$ cat config.mk
export PLATFORM = sky130hd
export DESIGN_NAME = tmds_encoder_flat
export DESIGN_NICKNAME = d
export VERILOG_FILES = /design/src/rtl/tmds_encoder_if.sv /design/src/rtl/tmds_encoder.sv /design/src/flat_wrapper.sv
export SDC_FILE = /design/constraint.sdc
export NUM_CORES = 1
export LEC_CHECK = 0
export ABC_AREA = 1
export BUFFER_PORTS_ARGS = -buffer_cell sky130_fd_sc_hd__buf_2
export CELL_PAD_IN_SITES_DETAIL_PLACEMENT = 1
export CELL_PAD_IN_SITES_GLOBAL_PLACEMENT = 1
export CORE_UTILIZATION = 40
export DETAILED_ROUTE_END_ITERATION = 10
export GPL_TIMING_DRIVEN = 0
export PLACE_DENSITY_LB_ADDON = 0.1
export SYNTH_ARGS = -nofsm -noshare
export SYNTH_HDL_FRONTEND = slang
export SYNTH_SLANG_ARGS = --single-unit
$ cat constraint.sdc
create_clock -name pixclk -period 15.15 [get_ports pixclk]
set_clock_uncertainty 0.15 [all_clocks]
set_input_delay 2.2725 -clock pixclk [delete_from_list [all_inputs] [get_ports pixclk]]
set_output_delay 2.2725 -clock pixclk [all_outputs]
set_load 0.05 [all_outputs]
$ cat src/rtl/tmds_encoder_if.sv
// Pixel-side bus of one TMDS channel encoder: video byte, control pair,
// data-enable strobe in; 10-bit TMDS symbol out.
`timescale 1ns/1ps

interface tmds_encoder_if;
    logic [7:0] VD;    // video data byte
    logic [1:0] CD;    // control bits {C1,C0}, meaningful while VDE=0
    logic       VDE;   // 1 = encode VD, 0 = emit control symbol
    logic [9:0] TMDS;  // encoded symbol, bit 0 serialised first

    // Pixel source side
    modport master (
        output VD,
        output CD,
        output VDE,
        input  TMDS
    );

    // Encoder side
    modport slave (
        input  VD,
        input  CD,
        input  VDE,
        output TMDS
    );
endinterface : tmds_encoder_if

$ cat src/rtl/tmds_encoder.sv
// Single-channel DVI/TMDS 8b/10b encoder. Stage 1 transition-minimises the
// byte into q_m[8:0]; stage 2 picks the DC-balancing polarity from the
// running disparity and emits the 10-bit symbol. Two-cycle latency, one
// symbol per pixel clock.
`timescale 1ns/1ps

module tmds_encoder (
    input  logic           pixclk,
    input  logic           rst,
    tmds_encoder_if.slave  bus
);

    // Control-period symbols, indexed by {C1,C0}
    localparam logic [9:0] CTRL_00 = 10'b1101010100;
    localparam logic [9:0] CTRL_01 = 10'b0010101011;
    localparam logic [9:0] CTRL_10 = 10'b0101010100;
    localparam logic [9:0] CTRL_11 = 10'b1010101011;

    // Stage 1 state
    logic              vde_q;
    logic [1:0]        cd_q;
    logic [8:0]        qm_q;
    logic [8:0]        qm_d;

    // Stage 2 state
    logic [9:0]        tmds_q;
    logic [9:0]        tmds_d;
    logic signed [4:0] cnt_q;
    logic signed [4:0] cnt_d;

    // Intermediate terms
    logic [3:0]        vd_ones;
    logic              use_xnor;
    logic [3:0]        n1;
    logic [3:0]        n0;
    logic signed [4:0] diff;   // N1 - N0 of q_m[7:0]

    // Stage 1: choose XOR/XNOR chaining from the byte's ones count
    always_comb begin
        // NOTE: every output of a combinational block gets a value on every
        // path (defaults first), otherwise synthesis infers a latch.
        vd_ones = '0;
        qm_d    = '0;
        for (int i = 0; i < 8; i++) begin
            vd_ones = vd_ones + {3'b000, bus.VD[i]};
        end
        use_xnor = (vd_ones > 4'd4) || ((vd_ones == 4'd4) && !bus.VD[0]);
        qm_d[0]  = bus.VD[0];
        for (int i = 1; i < 8; i++) begin
            qm_d[i] = use_xnor ? ~(qm_d[i-1] ^ bus.VD[i]) : (qm_d[i-1] ^ bus.VD[i]);
        end
        qm_d[8] = ~use_xnor;
    end

    // Stage 2: pick symbol polarity and update running disparity
    always_comb begin
        n1 = '0;
        for (int i = 0; i < 8; i++) begin
            n1 = n1 + {3'b000, qm_q[i]};
        end
        n0     = 4'd8 - n1;
        diff   = $signed({1'b0, n1}) - $signed({1'b0, n0});
        tmds_d = CTRL_00;
        cnt_d  = cnt_q;

        if (!vde_q) begin
            // Blanking: fixed control symbol, disparity restarts at zero
            unique case (cd_q)
                2'b00:   tmds_d = CTRL_00;
                2'b01:   tmds_d = CTRL_01;
                2'b10:   tmds_d = CTRL_10;
                default: tmds_d = CTRL_11;
            endcase
            cnt_d = '0;
        end else if ((cnt_q == 5'sd0) || (n1 == n0)) begin
            // No bias to correct: q_m[8] alone decides the inversion
            tmds_d = {~qm_q[8], qm_q[8], qm_q[8] ? qm_q[7:0] : ~qm_q[7:0]};
            cnt_d  = qm_q[8] ? (cnt_q + diff) : (cnt_q - diff);
        end else if (((cnt_q > 5'sd0) && (n1 > n0)) || ((cnt_q < 5'sd0) && (n0 > n1))) begin
            // Data would push disparity further the same way: invert it
            tmds_d = {1'b1, qm_q[8], ~qm_q[7:0]};
            cnt_d  = cnt_q + (qm_q[8] ? 5'sd2 : 5'sd0) - diff;
        end else begin
            // Data already pulls disparity back towards zero: send as-is
            tmds_d = {1'b0, qm_q[8], qm_q[7:0]};
            cnt_d  = cnt_q - (qm_q[8] ? 5'sd0 : 5'sd2) + diff;
        end
    end

    // Pipeline registers: stage 1 capture and stage 2 symbol/disparity
    always_ff @(posedge pixclk or posedge rst) begin
        // NOTE: clocked state uses non-blocking (<=) so every register
        // samples pre-edge values regardless of statement order.
        if (rst) begin
            vde_q  <= 1'b0;
            cd_q   <= 2'b00;
            qm_q   <= '0;
            tmds_q <= CTRL_00;
            cnt_q  <= '0;
        end else begin
            vde_q  <= bus.VDE;
            cd_q   <= bus.CD;
            qm_q   <= qm_d;
            tmds_q <= tmds_d;
            cnt_q  <= cnt_d;
        end
    end

    assign bus.TMDS = tmds_q;

endmodule : tmds_encoder

$ cat src/flat_wrapper.sv
// flat-port wrapper written by rule: the top's interface ports become plain ports
module tmds_encoder_flat 
  (pixclk, rst, bus_VD, bus_CD, bus_VDE, bus_TMDS);
  tmds_encoder_if bus_i ();
  input  logic pixclk;
  input  logic rst;
  input wire logic [$bits(bus_i.VD)-1:0] bus_VD;
  input wire logic [$bits(bus_i.CD)-1:0] bus_CD;
  input wire logic [$bits(bus_i.VDE)-1:0] bus_VDE;
  output wire logic [$bits(bus_i.TMDS)-1:0] bus_TMDS;
  assign bus_i.VD = bus_VD;
  assign bus_i.CD = bus_CD;
  assign bus_i.VDE = bus_VDE;
  assign bus_TMDS = bus_i.TMDS;
  tmds_encoder u_core (.pixclk(pixclk), .rst(rst), .bus(bus_i));
endmodule
==> flow_summary.json, run 1 <==
{
  "status": "finished, final reports clean",
  "drive_gt1_share_pct": 16.33,
  "r2r-start": "u_core.qm_q[1]",
  "cts_setup_buffers": 0,
  "min_path_type": "flip-flop to flip-flop",
  "n_antenna_cell": 0,
  "clkTransAtPathRegs_ps": 100,
  "wl_um": 5009,
  "cp-end-kind": "flip-flop",
  "finalHoldViolCount": 0,
  "path_buf_inv": 4,
  "cts-buffers-inserted": 3,
  "post-route-period-util_pct": 36.11,
  "die_area_um2": 5982,
  "drv_cap": 0,
  "vias": 1795,
  "finalSetupViolCount": 0,
  "async_flop_share_pct": 100.0,
  "crit_slowest_cell": "fa_1",
  "crit_family": "adder cells",
  "cts_root_buf": "clkbuf_8",
  "dpl.hpwl_um": 4259,
  "die_w_um": 77.35,
  "wl_per_cell_um": 13.47,
  "die_y_um": 77.35,
  "synth_common_cells": "nand2_1 (64), inv_1 (57), nand3_1 (28), ha_1 (24), dfrtp_1 (22)",
  "tns_ps": 0,
  "coreArea_um2": 5473,
  "synth_top_area_share_pct": 24.24,
  "rows": 27,
  "cp_slowest_stage_delay_ps": 680,
  "insertion_delay_ps": 280,
  "ys_ff_latch": 27,
  "grt_start_max_net_pins": 28,
  "drt-pass1-iter-count": 4,
  "cts_resized": 0,
  "cts.sinks": 27,
  "cts_tree": "yes",
  "cts_buffer_depth": 2,
  "min_from": "u_core.cnt_q[0]",
  "area_growth_syn_to_layout_pct": 10.96,
  "ctsHtreeMaxLevel": 1,
  "syn_inst": 274,
  "period_needed_ps": 5470,
  "cts_hold_buf": 0,
  "antenna_found_initial": 0,
  "ys_types": 27,
  "fin_nets": 351,
  "slew_viol_final": 0,
  "grt_pass1_vias": 1904,
  "vias_per_cell": 4.825,
  "ios": 23,
  "grtUsageTotal_pct": 18.65,
  "ys_top_cells_by_area": "dfrtp_1 (24%), ha_1 (13%), fa_1 (11%)",
  "synth_area_per_cell_um2": 8.288,
  "crit_type": "flip-flop to flip-flop",
  "synth.most_common_cell": "nand2_1",
  "cpMostUsedCell": "nand2_1",
  "gp_congestion": 0.8135,
  "worst_slew_pin_slew_ps": 1056,
  "io_buffers": 22,
  "synth-edff-count": 0,
  "final_util_pct": 46.04,
  "required_ps": 15180,
  "fmaxAchievable_mhz": 182.8,
  "synth_nets": 324,
  "grt.overflow.total": 0,
  "startpoint": "u_core.qm_q[1]",
  "netlist.top_cell.by_area": "dfrtp_1",
  "drc": 0,
  "drtIter0Drc": 39,
  "ys_warn_count": 0,
  "synth_top_flop_cell": "dfrtp_1",
  "initial_utilization_pct": 41.50,
  "path_max_fanout": 6,
  "cp-start-kind": "flip-flop",
  "arrival_ps": 5500,
  "grt_first_pass_wirelength_um": 8666,
  "slew_headroom_pct": 29.52,
  "final_antenna_net_count": 0,
  "rsz0062_at_grt": "no",
  "synth_seq_area_share_pct": 30.03,
  "netlist_area_um2": 2271
}
-- metrics by stage --
| stage | hold WS (ps) | std cells | setup WS [ps] | area, µm² |
|---|---|---|---|---|
| floorplan | 283.7 | 274 | 9788 | 2271 |
| global placement | 295.5 | 368 | 9461 | 2471 |
| detailed placement | 316.4 | 368 | 9419 | 2471 |
| CTS | 340.8 | 372 | 9605 | 2520 |
| global route | 361.5 | 372 | 9266 | 2520 |
| finish | 336.3 | 372 | 9680 | 2520 |
-- logic make-up after synthesis --
group / Yosys count / share of synthesized area [%]
flip-flops: 27 / 30.03
AO/OA/AOI/OAI: 18 / 4.352
adder cells (fa/ha/maj): 37 / 24.68
AND/OR/NAND/NOR: 114 / 22.98
buffers and inverters: 61 / 10.47
XOR/XNOR: 17 / 7.493
-- state kept, by name, indices dropped and copies added (netlist names) --
| signal | count |
|---|---|
| u_core.bus.TMDS | 10 |
| u_core.cd_q | 2 |
| u_core.cnt_q | 5 |
| u_core.qm_q | 9 |
| u_core.vde_q | 1 |
-- worst reg2reg max path, stage by stage, from the launching register on --
cell and delay (ps):
dfrtp_1 430, ha_1 290, inv_1 40, fa_1 490, fa_1 430, fa_1 420, fa_1 680, nand2_2 150
ha_1 330, inv_1 100, nand2_1 90, nand3_1 90, nand2_1 60, nand2_1 160, nor2_1 80, inv_1 70
nand2_1 80, ha_1 350, nand2_1 80, nand2_1 40, a31oi_1 270, inv_1 80, nand3_1 120, nand3_1 90
a21oi_1 150, nor2_1 60
-- cells in the final DEF, fill, tap and decap left out, drive strengths merged --
| master | netlist | final |
|---|---|---|
| clkinvlp | 0 | 1 |
| nand4 | 1 | 1 |
| xnor3 | 1 | 1 |
| buf | 2 | 24 |
| nand2 | 73 | 73 |
| inv | 59 | 59 |
| dfrtp | 22 | 22 |
| xor2 | 13 | 13 |
| o211ai | 1 | 1 |
| o21ai | 9 | 9 |
| clkbuf | 0 | 3 |
| a21oi | 6 | 6 |
| ha | 24 | 24 |
| fa | 13 | 13 |
| nor2 | 8 | 8 |
| or2 | 1 | 1 |
| nand3 | 28 | 28 |
| a31oi | 2 | 2 |
| nand3b | 3 | 3 |
| dfstp | 5 | 5 |
| xnor2 | 3 | 3 |
-- area by class of cell --
| class | count | area (µm²) |
|---|---|---|
| Buffer | 2 | 16.27 |
| Clock buffer | 3 | 41.29 |
| Clock inverter | 1 | 7.507 |
| Fill cell | 679 | 2953 |
| Inverter | 59 | 221.5 |
| Multi-Input combinational cell | 186 | 1351 |
| Sequential cell | 27 | 681.9 |
| Tap cell | 72 | 90.09 |
| Timing Repair Buffer | 22 | 110.1 |
-- path summary, 6_finish.rpt --
check / endpoint / slack (ps) / depth (start not counted)
worst min-delay path: u_core.cnt_q[0] / 340 / 2
worst max-delay path: u_core.cnt_q[4] / 9680 / 25
worst min register to register: u_core.cnt_q[0] / 340 / 2
min in group asynchronous: u_core.bus.TMDS[0] / 2090 / 2
worst max register to register: u_core.cnt_q[4] / 9680 / 25
max in group asynchronous: u_core.qm_q[0] / 12130 / 2
-- metal layers --
| metal | global-route usage, % | vias to the layer above | wire (µm) |
|---|---|---|---|
| met4 | 4.906 | 0 | 72 |
| li1 | - | 884 | - |
| met2 | 36.19 | 18 | 2778 |
| met3 | 1.765 | 6 | 66 |
| met1 | 21.55 | 887 | 2090 |
| met5 | 0 | - | 0 |
Power of run 1 is not shown: default switching activity piles up to over one toggle a cycle in this logic, so the estimate is an artifact.
==> run 2, diff against run 1 <==
--- a/config.mk
+++ b/config.mk
@@ -5,7 +5,7 @@
 export SDC_FILE = /design/constraint.sdc
 export NUM_CORES = 1
 export LEC_CHECK = 0
-export ABC_AREA = 1
+export ABC_AREA = 0
 export BUFFER_PORTS_ARGS = -buffer_cell sky130_fd_sc_hd__buf_2
 export CELL_PAD_IN_SITES_DETAIL_PLACEMENT = 1
 export CELL_PAD_IN_SITES_GLOBAL_PLACEMENT = 1
==> constraint.sdc (replaced) <==
create_clock -name pixclk -period 5 [get_ports pixclk]
set_clock_uncertainty 0.15 [all_clocks]
set_input_delay 0.75 -clock pixclk [delete_from_list [all_inputs] [get_ports pixclk]]
set_output_delay 0.75 -clock pixclk [all_outputs]
set_load 0.05 [all_outputs]
==> flow_summary.json, run 2 <==
{
  "status": "finished, violations left",
  "violations": "setup timing",
  "cp-end-kind": "flip-flop",
  "synthXorXnorAreaFrac_pct": 10.07,
  "n_antenna_cell": 0,
  "drv_cap": 0,
  "drt-pass1-iter-count": 4,
  "vias_per_cell": 4.973,
  "finalHoldViolCount": 0,
  "ys_types": 47,
  "netlist.top_cell.by_area": "dfrtp_1",
  "synth_area_per_cell_um2": 10.14,
  "fmaxAchievable_mhz": 198.6,
  "fin_nets": 313,
  "die_area_um2": 5957,
  "cts-buffers-inserted": 3,
  "arrival_ps": 5050,
  "synth-edff-count": 0,
  "synth_common_cells": "inv_1 (38), ha_1 (24), dfrtp_1 (22), xnor2_1 (21), fa_1 (13)",
  "rows": 27,
  "netlist_area_um2": 2261,
  "grt_pass1_vias": 1825,
  "grt.overflow.total": 0,
  "die_w_um": 77.18,
  "antenna_found_initial": 0,
  "rsz0062_at_grt": "yes",
  "initial_utilization_pct": 41.31,
  "grtUsageTotal_pct": 17.75,
  "cts_buffer_depth": 2,
  "min_path_type": "flip-flop to flip-flop",
  "synth.most_common_cell": "inv_1",
  "ys_top_cells_by_area": "dfrtp_1 (24%), ha_1 (13%), fa_1 (12%)",
  "synth_top_flop_cell": "dfrtp_1",
  "drive_gt1_share_pct": 30.53,
  "finalSetupViolCount": 1,
  "area_growth_syn_to_layout_pct": 21.86,
  "synth_top_family_by_area": "adder cells",
  "ctsHtreeMaxLevel": 1,
  "required_ps": 5010,
  "layout_setup_ws_ps": -36.28,
  "worst_slew_pin_slew_ps": 966.5,
  "coreArea_um2": 5473,
  "synth_top_area_share_pct": 24.35,
  "ys_ff_latch": 27,
  "synthSimpleGateAreaFrac_pct": 11.18,
  "clkTransAtPathRegs_ps": 90,
  "dpl.hpwl_um": 3845,
  "cts_tree": "yes",
  "ys_warn_count": 0,
  "post-route-period-util_pct": 100.7,
  "period_needed_ps": 5036,
  "slew_headroom_pct": 35.50,
  "gp_congestion": 0.7720,
  "cts_root_buf": "clkbuf_8",
  "dp_slack_ps": -465.6,
  "async_flop_share_pct": 100.0,
  "wl_um": 4814,
  "final_cell_mix": "inv_1 (37), buf_2 (23), ha_1 (23)",
  "grt_first_pass_wirelength_um": 8500,
  "layout_commonest_cell": "inv_1",
  "syn_inst": 223,
  "cts_hold_buf": 0,
  "muxShareOfSynthArea_pct": 1.550,
  "cp-start-kind": "flip-flop",
  "drc": 0,
  "largest_reg_flops": 10,
  "synth_compound_area_share_pct": 14.89,
  "final_antenna_net_count": 0,
  "insertion_delay_ps": 270,
  "io_buffers": 22,
  "cts.sinks": 27,
  "wl_per_cell_um": 14.41,
  "vias": 1661,
  "drtIter0Drc": 61,
  "synth_fa_ha_area_share_pct": 24.79,
  "synth_seq_area_share_pct": 30.16,
  "synth_nets": 273,
  "holdWs_ps": 375.4,
  "grt_start_max_net_pins": 28,
  "crit_type": "flip-flop to flip-flop",
  "die_y_um": 77.18,
  "path_max_fanout": 3,
  "ios": 23,
  "slew_viol_final": 0
}
==> run 2: cell type report <==
cell class | count | area [µm²]
Fill cell | 631 | 2718
Inverter | 38 | 142.6
Clock buffer | 3 | 41.29
Multi-Input combinational cell | 154 | 1556
Buffer | 4 | 23.77
Clock inverter | 1 | 7.507
Timing Repair Buffer | 35 | 211.5
Sequential cell | 27 | 681.9
Tap cell | 72 | 90.09
==> run 2: critical path, cell delays in order (launching register included) <==
cell	delay, ps
dfrtp_1	390
ha_1	290
inv_2	40
fa_1	490
fa_1	430
fa_2	380
fa_2	630
nand2_4	70
ha_4	300
nand2b_4	60
a21oi_4	180
nor2_4	60
xnor2_2	140
ha_1	300
a21o_1	200
nor3_2	150
nand3_2	130
a2111oi_4	360
a221oi_2	60
o311ai_1	100
==> run 2: kinds of logic (layout without fill, tap and decap cells) <==
| logic type | after synthesis | in the layout |
|---|---|---|
| AND/OR/NAND/NOR | 43 | 43 |
| multiplexers | 3 | 3 |
| buffers and inverters | 42 | 81 |
| flip-flops | 27 | 27 |
| XOR/XNOR | 26 | 26 |
| AO/OA/AOI/OAI | 45 | 45 |
| adder cells (fa/ha/maj) | 37 | 37 |
==> run 2: metrics by stage <==
| stage | utilization [%] | instances | instance area [µm²] | TNS (ps) |
|---|---|---|---|---|
| finish | 50.34 | 334 | 2755 | -36.28 |
| global route | 50.34 | 334 | 2755 | -212.6 |
| CTS | 48.93 | 330 | 2678 | -174.9 |
| detailed placement | 45.54 | 317 | 2492 | -465.6 |
| global placement | 45.54 | 317 | 2492 | -438.5 |
| floorplan | - | 223 | 2292 | 0 |
==> run 2: final timing paths <==
path	start	end	slack [ps]	cells past startpoint
max in group asynchronous	rst	u_core.bus.TMDS[1]	3580	2
worst min register to register	u_core.cnt_q[0]	u_core.cnt_q[0]	380	1
worst min-delay path	u_core.cnt_q[0]	u_core.cnt_q[0]	380	1
worst max-delay path	u_core.qm_q[0]	u_core.cnt_q[4]	-40	19
worst max register to register	u_core.qm_q[0]	u_core.cnt_q[4]	-40	19
min in group asynchronous	rst	u_core.bus.TMDS[5]	540	2
==> run 2: metal layers <==
| layer | global-route usage, % | wire, µm |
|---|---|---|
| met1 | 22.33 | 2223 |
| met2 | 32.92 | 2491 |
| met3 | 1.786 | 80 |
| met4 | 2.830 | 18 |
| met5 | 0 | 0 |
==> run 2: repair_timing <==
action                                  CTS  global route
pin swaps                                16            18
gates resized for setup                  11             8
endpoints found under the setup margin    1             1
setup buffers                             9             4
Power of run 2 is left out for the same reason.
